**src/rtl/mult_res_acc.sv**
```systemverilog
// Frame accumulator behind the sequential multiplier: captures each new product once on the
// rising edge of res_rdy, sums K of them with saturation, and offers the sum on a valid/ack handshake.
module mult_res_acc #(
   parameter int N     = 8,
   parameter int M     = 4,
   parameter int K     = 4,
   parameter int ACC_W = 16
) (
   input  logic               clk,
   input  logic               rstn,
   input  logic               res_rdy,
   input  logic [M+N-1:0]     res,
   input  logic               acc_ack,
   output logic               acc_vld,
   output logic [ACC_W-1:0]   acc_sum,
   output logic               acc_sat,
   output logic [7:0]         acc_cnt,
   output logic               in_drop
);

   typedef enum logic [1:0] {
      IDLE = 2'd0,
      ACC  = 2'd1,
      HOLD = 2'd2
   } state_t;

   localparam logic [ACC_W-1:0] SUM_MAX = '1;
   localparam logic [7:0]       K_CNT   = 8'(K);

   state_t             state;
   logic               res_rdy_r;
   logic               cap;
   logic               take;
   logic               clear;
   logic [ACC_W-1:0]   base_sum;
   logic               base_sat;
   logic [7:0]         base_cnt;
   logic [ACC_W:0]     sum_ext;
   logic [ACC_W-1:0]   new_sum;
   logic               new_sat;
   logic [7:0]         new_cnt;

   // NOTE: every always_comb output gets a default first so no path can infer a latch.
   always_comb begin
      cap      = res_rdy & ~res_rdy_r;
      take     = cap & ((state != HOLD) | acc_ack);
      clear    = (state == HOLD) & acc_ack & ~cap;
      base_sum = acc_sum;
      base_sat = acc_sat;
      base_cnt = acc_cnt;
      // An acknowledged sum is retired this edge, so a coincident product starts from zero.
      if (state == HOLD) begin
         base_sum = '0;
         base_sat = 1'b0;
         base_cnt = 8'd0;
      end
      sum_ext = {1'b0, base_sum} + (ACC_W+1)'(res);
      new_sum = sum_ext[ACC_W-1:0];
      new_sat = base_sat;
      if (sum_ext[ACC_W]) begin
         new_sum = SUM_MAX;
         new_sat = 1'b1;
      end
      new_cnt = base_cnt + 8'd1;
   end

   // NOTE: state is updated with non-blocking assignments so every register samples pre-edge values.
   always_ff @(posedge clk or negedge rstn) begin
      if (!rstn) begin
         state     <= IDLE;
         // NOTE: res_rdy_r resets high so a level already present at reset release is not a new product.
         res_rdy_r <= 1'b1;
         acc_vld   <= 1'b0;
         acc_sum   <= '0;
         acc_sat   <= 1'b0;
         acc_cnt   <= 8'd0;
         in_drop   <= 1'b0;
      end else begin
         res_rdy_r <= res_rdy;
         in_drop   <= 1'b0;
         if (take) begin
            acc_sum <= new_sum;
            acc_sat <= new_sat;
            acc_cnt <= new_cnt;
            if (new_cnt == K_CNT) begin
               state   <= HOLD;
               acc_vld <= 1'b1;
            end else begin
               state   <= ACC;
               acc_vld <= 1'b0;
            end
         end else if (clear) begin
            state   <= IDLE;
            acc_vld <= 1'b0;
            acc_sum <= '0;
            acc_sat <= 1'b0;
            acc_cnt <= 8'd0;
         end else if ((state == HOLD) && cap) begin
            in_drop <= 1'b1;
         end
      end
   end

endmodule

```
**config.mk**
```make
export PLATFORM = sky130hd
export DESIGN_NAME = mult_res_acc
export DESIGN_NICKNAME = d
export VERILOG_FILES = /design/src/rtl/mult_res_acc.sv
export SDC_FILE = /design/constraint.sdc
export NUM_CORES = 1
export LEC_CHECK = 0
export ABC_AREA = 1
export CORE_MARGIN = 2
export CORE_UTILIZATION = 40
export DETAILED_ROUTE_END_ITERATION = 16
export GPL_TIMING_DRIVEN = 0
export SYNTH_ARGS = -nofsm -noshare
export SYNTH_HDL_FRONTEND = slang
export SYNTH_SLANG_ARGS = --single-unit
```
**constraint.sdc**
```tcl
create_clock -name clk -period 3.8 [get_ports clk]
set_input_delay 1.14 -clock clk [delete_from_list [all_inputs] [get_ports clk]]
set_output_delay 1.14 -clock clk [all_outputs]
set_load 0.01 [all_outputs]
```
==> results of run 1 <==
==> worst max-delay path by stage <==
stage,startpoint,end,slack (ns),cells after the start
floorplan,res[0],acc_sum[2]$_DFFE_PN0P_,1.13,10
global placement,res[0],acc_sum[2]$_DFFE_PN0P_,0.53,11
detailed placement,res[0],acc_sum[2]$_DFFE_PN0P_,0.51,11
CTS,acc_vld$_DFFE_PN0P_,acc_sum[2]$_DFFE_PN0P_,0.78,14
global route,acc_vld$_DFFE_PN0P_,acc_sum[2]$_DFFE_PN0P_,0.56,14
finish,res[0],acc_sum[2]$_DFFE_PN0P_,0.80,11
==> cell usage in the layout (no fill, tap or decap), drive strengths merged, types with 2 or more instances in the layout <==
master	n
nor2	43
nor3	4
xor2	5
o21ai	16
clkinv	2
a21oi	15
nand3	28
clkdlybuf4s50	41
ha	13
and2	2
xnor2	2
or2	2
dfrtp	28
nand3b	3
inv	44
o211ai	6
nand4	3
buf	6
clkbuf	10
nand2	96
==> synth_stat cells, types with 2 or more instances <==
| library cell | count | area share, % |
|---|---|---|
| sky130_fd_sc_hd__a21oi_1 | 15 | 3.3 |
| sky130_fd_sc_hd__buf_2 | 2 | 0.44 |
| sky130_fd_sc_hd__buf_6 | 2 | 0.98 |
| sky130_fd_sc_hd__clkbuf_1 | 3 | 0.49 |
| sky130_fd_sc_hd__dfrtp_1 | 28 | 30 |
| sky130_fd_sc_hd__ha_1 | 13 | 7.1 |
| sky130_fd_sc_hd__inv_1 | 39 | 6.4 |
| sky130_fd_sc_hd__inv_2 | 5 | 0.82 |
| sky130_fd_sc_hd__nand2_1 | 88 | 14 |
| sky130_fd_sc_hd__nand2_2 | 6 | 1.6 |
| sky130_fd_sc_hd__nand2_4 | 2 | 0.98 |
| sky130_fd_sc_hd__nand3_1 | 24 | 5.2 |
| sky130_fd_sc_hd__nand3_2 | 3 | 1.3 |
| sky130_fd_sc_hd__nand3b_1 | 3 | 0.98 |
| sky130_fd_sc_hd__nand4_1 | 3 | 0.82 |
| sky130_fd_sc_hd__nor2_1 | 41 | 6.7 |
| sky130_fd_sc_hd__nor3_1 | 3 | 0.65 |
| sky130_fd_sc_hd__o211ai_2 | 5 | 2.7 |
| sky130_fd_sc_hd__o21ai_0 | 15 | 3.3 |
| sky130_fd_sc_hd__xnor2_1 | 2 | 0.76 |
| sky130_fd_sc_hd__xor2_1 | 5 | 1.9 |
==> per-layer routing <==
metal	vias up	routed length, µm	part of all wire [%]
li1	1148	-	-
met3	2	230	4.0
met5	-	0	0
met2	51	2720	47
met1	1028	2770	48
met4	0	34	0.59
==> through the flow <==
stage	area, µm²	util (%)	hold slack [ns]
6_report	2910	52.5	0.514
5_1_grt	2910	52.5	0.534
4_1_cts	2910	52.5	0.524
3_5_place_dp	2810	50.7	0.506
3_3_place_gp	2810	50.7	0.480
2_1_floorplan	2300	-	0.530
==> power by group through the flow <==
stage	combinational, W	sequential, W	clock (W)
final	0.00126	0.000519	0.000285
after floorplan	0.000779	0.000563	0
after CTS	0.00126	0.000522	0.000294
after global placement	0.00125	0.000525	0
after global routing	0.00141	0.000535	0.000307
after detailed placement	0.00125	0.000527	0
==> sequential cells by signal, summed over array words and instances (netlist names) <==
register / count
acc_sum: 16
res_rdy_r: 1
acc_sat: 1
in_drop: 1
state: 1
acc_vld: 1
acc_cnt: 8
==> layout make-up <==
cell class / count / area, µm²
buffer: 8 / 63.8
clock buffer: 7 / 96.3
clock inverter: 1 / 5.00
fill: 575 / 2630
inverter: 45 / 169
multi-input combinational: 244 / 1340
sequential: 29 / 727
tap: 72 / 90.1
timing repair buffer: 42 / 415
==> cell families (layout without fill, tap and decap cells) <==
kind of cell	count (synthesis)	in the layout
xor+xnor	7	7
simple gates	182	182
fa+ha+maj	14	14
flops	29	29
buf+inv	53	103
compound gates	41	41
==> tightest hold or removal path, delay by kind of cell (launching register included) <==
family	cells	cell delay, ns
simple gates	2	0.13
flops	1	0.36
==> impl_summary.txt, run 1 <==
----------------------------------------------------
[Run status]
  Status ... finished clean

[Clocking]
  Clk Tree Root Cell ... sky130_fd_sc_hd__clkbuf_8
  Clock Tree Buf Depth ... 2
  Number of H-tree levels ... 2
  Clock tree sinks ... 29
  Quantity of gates resized following cts ... 0
  Number of clock buffers inserted by TritonCTS ... 5
  Post-CTS repair timing setup buffer count ... 0
  Clock tree from TritonCTS ... done
  Clock-pin slew on the worst setup and hold paths ... 0.07 ns
  CTS Hold Bufs ... 0
  Clk_lat worst skew ... 0.28 ns

[Synthesis]
  Synth cell types ... 40
  Share of flip-flops with an asynchronous set or reset ... 100%
  Post-synthesis area per instance ... 7.06 µm²
  Mux cell area share after synthesis ... 0%
  Area fraction in compound gates after synthesis ... 11.4%
  Post-Syn Instances ... 326
  Flops & latches, synth ... 29
  Number of enable flip-flop cells after synthesis ... 0
  Netlist area before placement ... 2300 µm²
  YS warnings ... 0
  Simple-gate share of the synthesized area ... 36.3%
  XOR/XNOR share of the synthesized area ... 2.66%
  Post-synthesis sequential area ratio ... 31.6%
  Post-synthesis adder-cell area fraction ... 7.94%
  Largest family of logic cells by synthesized area ... simple AND/OR/NAND/NOR gates
  Post-Synthesis Net Count ... 356
  Dominant register cell in the synthesized netlist ... sky130_fd_sc_hd__dfrtp_1

[Global routing]
  Wire length of the first global-routing pass ... 9690 µm
  Global routing met2 resource utilization ... 32.2%
  GR Util All Layers ... 19.6%
  GRT overflow ... 0
  Antenna violations before repair ... 0
  Largest net degree at the start of global routing ... 30
  Most crowded layer after global routing ... met2
  Met1 track utilization from global routing ... 26.9%
  Met3 layer usage reported by global route ... 2.94%
  Via count of the first global-routing pass ... 2059

[Detailed routing]
  DRT iter0 DRCs ... 138
  Routed Antenna Nets ... 0
  Routed wire per std cell ... 12.8 µm
  Residual DRC ... 0
  Final wirelength ... 5750 µm
  Detailed Routing Iterations Pass 1 ... 4
  Number of vias after detailed routing ... 2229
  Vias per Instance ... 4.98

[Placement]
  Count of input and output buffers ... 42
  HPWL Detailed ... 4470 µm
  Post-placement cell count ... 440
  Post-Place Worst Slack ... 0.515 ns
  GPL Wtd Cong ... 0.887

[Critical path]
  Crit Path Class ... in2reg
  Cell chain of the critical path ... clkdlybuf4s50_1 > ha_1 > fa_1 > nand2_1 > nand2_1 > and2_1 > nand3_1 > nand3_4 > nand2_4 > buf_12 > o221ai_2
  Cell at the slowest stage of the critical path ... sky130_fd_sc_hd__clkdlybuf4s50_1
  Launch point of the worst reg-to-reg path ... acc_vld$_DFFE_PN0P_
  Cell family with most CP delay ... simple AND/OR/NAND/NOR gates
  Worst r2r path cells ... 14
  Arrival time of data at the critical path endpoint ... 3.15 ns
  Largest stage delay on the critical path ... 0.41 ns
  Critical path data required time ... 3.95 ns
  Largest fanout of any net on the critical path ... 10
  Startpoint type of the worst setup path ... input pin
  WP buf/inv ... 2
  Worst reg2reg setup slack ... 0.82 ns
  Dominant cell type by count on the critical path ... sky130_fd_sc_hd__nand2_1
  Worst setup EP type ... register
  R2r endpoint ... acc_sum[2]$_DFFE_PN0P_

[Power and ir drop]
  Power density over cell area ... 709 nW/µm²
  Switching Share ... 45.1%
  Clock network fraction of total power ... 13.8%
  Overall power of the completed layout ... 0.00206 W
  Combinational fraction of design power ... 61.0%
  Cell internal pwr ... 0.00113 W
  Net Sw Power ... 0.000931 W
  LEAKAGE ... 1.47 nW
  Share of power burned in registers ... 25.2%
  Peak supply drop ... 303 µV

[Timing]
  Final setup violation count ... 0
  Post-route setup slack ... 0.803 ns
  Post-route setup TNS ... 0 ns
  Slew margin rel. ... 54.6%
  Final period util ... 78.9%
  Final critical delay including setup and external delays ... 3.00 ns
  Clock skew ... 0.00297 ns
  Count of pins over their slew limit ... 0
  Slew at the pin with the worst max-slew slack ... 0.682 ns
  Number of hold-slack violations in the final timing report ... 0
  Max Clock Freq ... 0.334 GHz
  Setup repair after global routing missed its margin ... no

[Job]
  Max Cap Violations ... 0

[Finish]
  Final non-filler cell total ... 448
  Final net count ... 405
  Proportion of layout cells with a drive suffix above 1 ... 11.4%
  Ant. Diodes ... 0
  Synth-to-Final Area Change ... 26.4%

[Die]
  Die boundary width ... 79.8 µm
  Die Ht ... 79.8 µm
  Initial core utilization ... 41.5%
  Core area ... 5540 µm²
  Standard-cell rows ... 27
  Top-Level Pins ... 43
  Die area ... 6380 µm²

[Worst hold path]
  Class of the worst hold path ... reg2reg
  Source of the worst hold timing path ... acc_sat$_DFFE_PN0P_
  Capture endpoint of the worst hold path ... acc_sat$_DFFE_PN0P_
  Cells on Worst Hold Path ... 2

----------------------------------------------------
(Power assumes the default switching activity.)
==> run 2: changes to the inputs <==
--- a/config.mk
+++ b/config.mk
@@ -10,6 +10,7 @@
 export CORE_UTILIZATION = 40
 export DETAILED_ROUTE_END_ITERATION = 16
 export GPL_TIMING_DRIVEN = 0
+export PLACE_DENSITY = 0.66
 export SYNTH_ARGS = -nofsm -noshare
 export SYNTH_HDL_FRONTEND = slang
 export SYNTH_SLANG_ARGS = --single-unit
==> constraint.sdc (replaced) <==
create_clock -name clk -period 2.5 [get_ports clk]
set_input_delay 0.75 -clock clk [delete_from_list [all_inputs] [get_ports clk]]
set_output_delay 0.75 -clock clk [all_outputs]
set_load 0.01 [all_outputs]
==> run 2 against run 1 <==
  * Clock skew is 0.0041 ns higher
  * Clock power is 33% higher
  * Sequential share of layout area is 0.18 points lower
  * Utilization is 0.38 points higher
  * Hold slack worse by 0.025 ns
  * Clock-buffer cell count is 1 lower
  * Setup slack worse by 0.73 ns
  * Sequential power is 53% higher
  * Die area stayed put
==> impl_summary.txt, run 2 (synthesis gave the netlist of run 1 again) <==
----------------------------------------------------
[Run status]
  Status ... finished clean (unchanged)

[Finish]
  Synth-to-Final Area Change ... 27.3% (was 26.4%)
  Number of flip-flops in the largest register ... 16 (unchanged)
  Area used by multi-input combinational logic ... 1360 µm² (was 1340 µm²)
  Register containing the most flip-flops in the final layout ... acc_sum (unchanged)
  Ant. Diodes ... 0 (unchanged)
  End-of-flow core utilization ... 52.9% (was 52.5%)
  Proportion of layout cells with a drive suffix above 1 ... 13.2% (was 11.4%)
  Design Area, Final ... 2930 µm² (was 2910 µm²)
  Final net count ... 407 (was 405)
  Top Registers ... acc_sum: 16 flops, acc_cnt: 8 flops (unchanged)
  Commonest non-fill, non-tap cell in the layout ... sky130_fd_sc_hd__nand2_1 (unchanged)
  Fill cell count ... 551 (was 575)
  Footprint of the flip-flops and latches ... 727 µm² (unchanged)
  Commonest cells after routing, fill and taps aside ... sky130_fd_sc_hd__nand2_1, sky130_fd_sc_hd__nor2_1, sky130_fd_sc_hd__clkdlybuf4s50_1 (unchanged)

[Clocking]
  Number of clock buffers inserted by TritonCTS ... 5 (unchanged)
  Clk_lat worst skew ... 0.28 ns (about the same)
  Clock-pin slew on the worst setup and hold paths ... 0.06 ns (was 0.07 ns)
  Clock tree from TritonCTS ... done (unchanged)
  Number of H-tree levels ... 2 (unchanged)
  Clk Tree Root Cell ... sky130_fd_sc_hd__clkbuf_8 (unchanged)
  CTS Hold Bufs ... 0 (unchanged)
  Clock tree sinks ... 29 (unchanged)
  Clock Tree Buf Depth ... 2 (unchanged)

[Critical path]
  Crit Path Class ... in2reg (unchanged)
  Worst setup path startpoint ... res[0] (unchanged)
  Startpoint type of the worst setup path ... input pin (unchanged)
  Worst r2r path cells ... 14 (unchanged)
  Launch point of the worst reg-to-reg path ... acc_vld$_DFFE_PN0P_ (unchanged)
  Critical path data required time ... 2.66 ns (was 3.95 ns)
  Worst setup EP type ... register (unchanged)
  Largest fanout of any net on the critical path ... 10 (unchanged)
  Arrival time of data at the critical path endpoint ... 2.58 ns (was 3.15 ns)
  Worst reg2reg setup slack ... 0.14 ns (was 0.82 ns)
  R2r endpoint ... acc_sum[2]$_DFFE_PN0P_ (unchanged)

[Timing]
  Final setup violation count ... 0 (unchanged)
  Worst hold slack ... 0.489 ns (was 0.514 ns)
  Count of pins over their slew limit ... 0 (unchanged)
  Number of hold-slack violations in the final timing report ... 0 (unchanged)
  Setup repair after global routing missed its margin ... no (unchanged)
  Final critical delay including setup and external delays ... 2.42 ns
  Slew margin rel. ... 57.0% (was 54.6%)
  Clock skew ... 0.00709 ns (was 0.00297 ns)
  Max Clock Freq ... 0.412 GHz
  Post-route setup TNS ... 0 ns (unchanged)
  Final period util ... 97.0%
  Slew at the pin with the worst max-slew slack ... 0.645 ns (was 0.682 ns)

[Detailed routing]
  Routed Antenna Nets ... 0 (unchanged)
  DRT iter0 DRCs ... 87 (was 138)
  Vias per Instance ... 4.88 (was 4.98)
  Detailed Routing Iterations Pass 1 ... 4 (unchanged)
  Residual DRC ... 0 (unchanged)
  Routed wire per std cell ... 12.5 µm (was 12.8 µm)
  Final wirelength ... 5640 µm (was 5750 µm)
  Number of vias after detailed routing ... 2196 (was 2229)

[Placement]
  Count of input and output buffers ... 42 (unchanged)
  Placed cell areas ... 2810 µm² (about the same)
  HPWL Detailed ... 4400 µm (was 4470 µm)
  GPL Wtd Cong ... 0.846 (was 0.887)

[Global routing]
  Via count of the first global-routing pass ... 2059 (unchanged)
  GRT overflow ... 0 (unchanged)
  Wire length of the first global-routing pass ... 9520 µm (was 9690 µm)
  Antenna violations before repair ... 0 (unchanged)
  Largest net degree at the start of global routing ... 30 (unchanged)
  GR Util All Layers ... 19.3% (was 19.6%)

[Die]
  Die boundary width ... 79.8 µm (unchanged)
  Core area ... 5540 µm² (unchanged)
  Top-Level Pins ... 43 (unchanged)
  Die Ht ... 79.8 µm (unchanged)
  Die area ... 6380 µm² (unchanged)
  Initial core utilization ... 41.5% (unchanged)
  Standard-cell rows ... 27 (unchanged)

[Power and ir drop]
  Overall power of the completed layout ... 0.00311 W (was 0.00206 W)
  Power density over cell area ... 1060 nW/µm² (was 709 nW/µm²)
  LEAKAGE ... 1.47 nW (about the same)
  Peak supply drop ... 497 µV (was 303 µV)

[Worst hold path]
  Class of the worst hold path ... in2async (was reg2reg)

[Job]
  Max Cap Violations ... 0 (unchanged)

----------------------------------------------------
run 2: cell count changes in the layout (fill, tap and decap cells not counted), sizes merged:
cell	delta
clkbuf	-1
clkinv	+1
buf	+2
run 2: area by class of cell:
type	instances	share of cell area (%)
Multi-Input combinational cell	244	46.3
Sequential cell	29	24.8
Timing Repair Buffer	44	14.7
Inverter	45	5.77
Tap cell	72	3.08
Buffer	8	2.52
Clock buffer	6	2.48
Clock inverter	2	0.342
run 2: layer usage:
metal | up-vias | global-route usage, % | routed length (µm)
li1 | 1148 | - | -
met1 | 1001 | 25.5 | 2690
met2 | 39 | 32.1 | 2650
met3 | 8 | 3.17 | 221
met4 | 0 | 6.44 | 74
met5 | - | 0 | 0
run 2: worst max path at each step:
| stage | to | slack, ns | depth (start not counted) |
|---|---|---|---|
| after floorplan | acc_sum[2]$_DFFE_PN0P_ | 0.06 | 14 |
| after global placement | acc_sum[2]$_DFFE_PN0P_ | -0.42 | 11 |
| after detailed placement | acc_sum[2]$_DFFE_PN0P_ | -0.41 | 11 |
| after CTS | acc_sum[2]$_DFFE_PN0P_ | 0.01 | 11 |
| after global routing | acc_sum[2]$_DFFE_PN0P_ | 0.009 | 11 |
| final | acc_sum[2]$_DFFE_PN0P_ | 0.08 | 11 |
run 2: stage by stage:
step           setup slack [ns]  instances
2_1_floorplan            0.0584        326
3_5_place_dp             -0.412        440
6_report                 0.0757        450
4_1_cts                  0.0110        450
5_1_grt                 0.00944        450
3_3_place_gp             -0.419        440
run 2: repair_timing:
item	CTS	global route
endpoints found under the setup margin	17	13
pin swaps	3	1
setup buffers	2	0
resized for setup	4	3
run 2: worst max-delay path: stages:
cell                              delay [ns]
sky130_fd_sc_hd__clkdlybuf4s50_1        0.40
sky130_fd_sc_hd__ha_2                   0.20
sky130_fd_sc_hd__fa_2                   0.35
sky130_fd_sc_hd__nand2_1                0.09
sky130_fd_sc_hd__nand2_2                0.08
sky130_fd_sc_hd__and2_4                 0.16
sky130_fd_sc_hd__nand3_2                0.07
sky130_fd_sc_hd__nand3_4                0.13
sky130_fd_sc_hd__nand2_4                0.12
sky130_fd_sc_hd__buf_12                 0.14
sky130_fd_sc_hd__o221ai_2               0.08
run 2: power breakdown:
| group | switching, W | total [W] | leakage, nW | internal, W |
|---|---|---|---|---|
| clock network | 0.000185 | 0.000378 | 0.0450 | 0.000193 |
| logic | 0.00108 | 0.00194 | 1.06 | 0.000855 |
| registers | 0.000147 | 0.000792 | 0.371 | 0.000644 |
==> run 3: changes to the inputs <==
--- a/config.mk
+++ b/config.mk
@@ -6,11 +6,12 @@
 export NUM_CORES = 1
 export LEC_CHECK = 0
 export ABC_AREA = 1
-export CORE_MARGIN = 2
-export CORE_UTILIZATION = 40
+export CORE_MARGIN = 4
+export CORE_UTILIZATION = 48
 export DETAILED_ROUTE_END_ITERATION = 16
 export GPL_TIMING_DRIVEN = 0
-export PLACE_DENSITY = 0.66
+export PLACE_DENSITY = 0.77
+export SETUP_SLACK_MARGIN = 0.1
 export SYNTH_ARGS = -nofsm -noshare
 export SYNTH_HDL_FRONTEND = slang
 export SYNTH_SLANG_ARGS = --single-unit
==> run 3 against run 2 <==
  * First-iteration DRC count up 32%
  * Maximum frequency up 1.5%
  * Cell count down 3.3%
  * Clock skew up 0.0016 ns
  * Largest cell class unchanged
==> impl_summary.txt, run 3 (synthesis gave the netlist of run 1 again) <==
----------------------------------------------------
[Timing]
  Max Clock Freq ... 0.419 GHz (was 0.412 GHz)
  Count of pins over their slew limit ... 0 (unchanged)
  Final critical delay including setup and external delays ... 2.39 ns (was 2.42 ns)
  Final setup violation count ... 0 (unchanged)
  Slew margin rel. ... 54.3% (was 57.0%)
  Final period util ... 95.5% (was 97.0%)
  Number of hold-slack violations in the final timing report ... 0 (unchanged)
  Clock skew ... 0.00867 ns (was 0.00709 ns)
  Slew at the pin with the worst max-slew slack ... 0.685 ns (was 0.645 ns)
  Setup repair after global routing missed its margin ... yes (was no)

[Detailed routing]
  Final wirelength ... 5950 µm (was 5640 µm)
  Residual DRC ... 0 (unchanged)
  Routed wire per std cell ... 13.7 µm (was 12.5 µm)
  Detailed Routing Iterations Pass 1 ... 4 (unchanged)
  Routed Antenna Nets ... 0 (unchanged)
  DRT iter0 DRCs ... 115 (was 87)
  Vias per Instance ... 5.30 (was 4.88)
  Number of vias after detailed routing ... 2304 (was 2196)

[Finish]
  Top Registers ... acc_sum: 16 flops, acc_cnt: 8 flops (unchanged)
  Commonest non-fill, non-tap cell in the layout ... sky130_fd_sc_hd__nand2_1 (unchanged)
  Final net count ... 412 (was 407)
  Synth-to-Final Area Change ... 30.3% (was 27.3%)
  Proportion of layout cells with a drive suffix above 1 ... 15.4% (was 13.2%)
  Commonest cells after routing, fill and taps aside ... sky130_fd_sc_hd__nand2_1, sky130_fd_sc_hd__nor2_1, sky130_fd_sc_hd__clkdlybuf4s50_1 (unchanged)
  Ant. Diodes ... 0 (unchanged)
  Design Area, Final ... 3000 µm² (was 2930 µm²)
  Register containing the most flip-flops in the final layout ... acc_sum (unchanged)
  Number of flip-flops in the largest register ... 16 (unchanged)

[Die]
  Top-Level Pins ... 43 (unchanged)
  Initial core utilization ... 51.1% (was 41.5%)
  Standard-cell rows ... 24 (was 27)
  Die boundary width ... 77.2 µm (was 79.8 µm)
  Die area ... 5970 µm² (was 6380 µm²)
  Die Ht ... 77.2 µm (was 79.8 µm)
  Core area ... 4500 µm² (was 5540 µm²)

[Job]
  Max Cap Violations ... 0 (unchanged)

[Placement]
  Count of input and output buffers ... 42 (unchanged)
  GPL Wtd Cong ... 0.923 (was 0.846)
  HPWL Detailed ... 4340 µm (was 4400 µm)
  Placed cell areas ... 2800 µm² (was 2810 µm²)

[Power and ir drop]
  Clock network fraction of total power ... 13.6% (was 12.2%)
  Cell internal pwr ... 0.00179 W (was 0.00169 W)
  Overall power of the completed layout ... 0.00326 W (was 0.00311 W)
  Combinational fraction of design power ... 62.1% (was 62.4%)
  Power density over cell area ... 1090 nW/µm² (was 1060 nW/µm²)
  Share of power burned in registers ... 24.3% (was 25.5%)
  Switching Share ... 45.0% (was 45.6%)
  Peak supply drop ... 528 µV (was 497 µV)
  Net Sw Power ... 0.00146 W (was 0.00142 W)
  LEAKAGE ... 1.53 nW (was 1.47 nW)

[Global routing]
  Via count of the first global-routing pass ... 2258 (was 2059)
  Antenna violations before repair ... 0 (unchanged)
  GRT overflow ... 0 (unchanged)
  GR Util All Layers ... 20.6% (was 19.3%)
  Largest net degree at the start of global routing ... 30 (unchanged)
  Wire length of the first global-routing pass ... 9890 µm (was 9520 µm)

[Clocking]
  Clk Tree Root Cell ... sky130_fd_sc_hd__clkbuf_8 (unchanged)
  Clock-pin slew on the worst setup and hold paths ... 0.07 ns (was 0.06 ns)
  Clock tree from TritonCTS ... done (unchanged)
  Clock tree sinks ... 29 (unchanged)
  Clock Tree Buf Depth ... 2 (unchanged)
  Number of clock buffers inserted by TritonCTS ... 5 (unchanged)
  Number of H-tree levels ... 2 (unchanged)
  Clk_lat worst skew ... 0.29 ns (was 0.28 ns)

[Critical path]
  Worst setup path startpoint ... res[5] (was res[0])
  Launch point of the worst reg-to-reg path ... acc_vld$_DFFE_PN0P_ (unchanged)
  Largest fanout of any net on the critical path ... 8 (was 10)
  Worst setup EP type ... register (unchanged)
  Worst r2r path cells ... 14 (unchanged)
  Arrival time of data at the critical path endpoint ... 2.56 ns (was 2.58 ns)
  Critical path data required time ... 2.67 ns (was 2.66 ns)
  Worst reg2reg setup slack ... 0.14 ns (about the same)
  Crit Path Class ... in2reg (unchanged)
  Termination of the worst setup path ... acc_sum[1]$_DFFE_PN0P_ (was acc_sum[2]$_DFFE_PN0P_)
  R2r endpoint ... acc_sum[1]$_DFFE_PN0P_ (was acc_sum[2]$_DFFE_PN0P_)
  Startpoint type of the worst setup path ... input pin (unchanged)

[Worst hold path]
  Class of the worst hold path ... in2async (unchanged)

[Run status]
  Status ... finished clean (unchanged)

----------------------------------------------------
[run 3: changes by cell type in the layout (fill, tap and decap cells not counted), sizes merged]
cell           before  now
clkbuf              9   10
clkdlybuf4s50      41   40
buf                 8   13
clkinv              3    2
dlymetal6s2s        0    1
[run 3: how the worst min path moves through the flow]
stage | endpoint | slack (ns) | depth (start not counted)
global placement | acc_sat$_DFFE_PN0P_ | 0.48 | 2
CTS | acc_sat$_DFFE_PN0P_ | 0.51 | 2
floorplan | acc_cnt[0]$_DFFE_PN0P_ | 0.45 | 0
global route | acc_sat$_DFFE_PN0P_ | 0.54 | 2
detailed placement | acc_sat$_DFFE_PN0P_ | 0.49 | 2
finish | acc_sum[1]$_DFFE_PN0P_ | 0.50 | 1
[run 3: layout make-up]
type,count,area [µm²]
clock buffers,7,96.3
clock inverters,1,5.00
well taps,52,65.1
multi-input cells,244,1370
repair buffers,49,488
flip-flops and latches,29,727
fillers,390,1510
plain buffers,8,75.1
inverters,45,169
[run 3: layer usage]
| layer | up-vias | global-route usage (%) | routed length, µm |
|---|---|---|---|
| met5 | - | 0 | 0 |
| met1 | 1072 | 25.6 | 2600 |
| met3 | 10 | 3.75 | 385 |
| li1 | 1160 | - | - |
| met4 | 0 | 8.19 | 103 |
| met2 | 62 | 35.0 | 2860 |
[run 3: worst max-delay path: stages]
cell	delay, ns
sky130_fd_sc_hd__clkdlybuf4s50_1	0.44
sky130_fd_sc_hd__ha_1	0.37
sky130_fd_sc_hd__a21oi_1	0.23
sky130_fd_sc_hd__o21ai_1	0.13
sky130_fd_sc_hd__nand2_1	0.12
sky130_fd_sc_hd__nand3_4	0.15
sky130_fd_sc_hd__nand2_4	0.14
sky130_fd_sc_hd__clkbuf_16	0.15
sky130_fd_sc_hd__o211ai_2	0.07
[run 3: power groups by stage]
stage | logic (W) | registers (W) | clock network, W
floorplan | 0.00120 | 0.000855 | 0
global placement | 0.00187 | 0.000794 | 0
detailed placement | 0.00192 | 0.000799 | 0
CTS | 0.00195 | 0.000791 | 0.000446
global route | 0.00225 | 0.000820 | 0.000468
finish | 0.00202 | 0.000792 | 0.000443
[run 3: what timing repair did]
| action | 4_1_cts | 5_1_grt |
|---|---|---|
| cloned | 0 | 1 |
| setup endpoints to repair | 17 | 17 |
| hold buffers | 0 | 0 |
| gates resized for setup | 3 | 8 |
| pin swaps | 3 | 5 |
| setup buffers | 2 | 4 |
[run 3: stage by stage]
stage	hold slack (ns)	worst slack, ns	instances	utilization, %	TNS, ns
finish	0.498	0.113	435	66.6	0
global placement	0.482	-0.315	420	62.1	-4.36
CTS	0.511	0.0891	430	64.9	0
global route	0.540	0.0555	435	66.6	0
detailed placement	0.494	-0.335	420	62.1	-4.72
floorplan	0.454	0.126	326	-	0
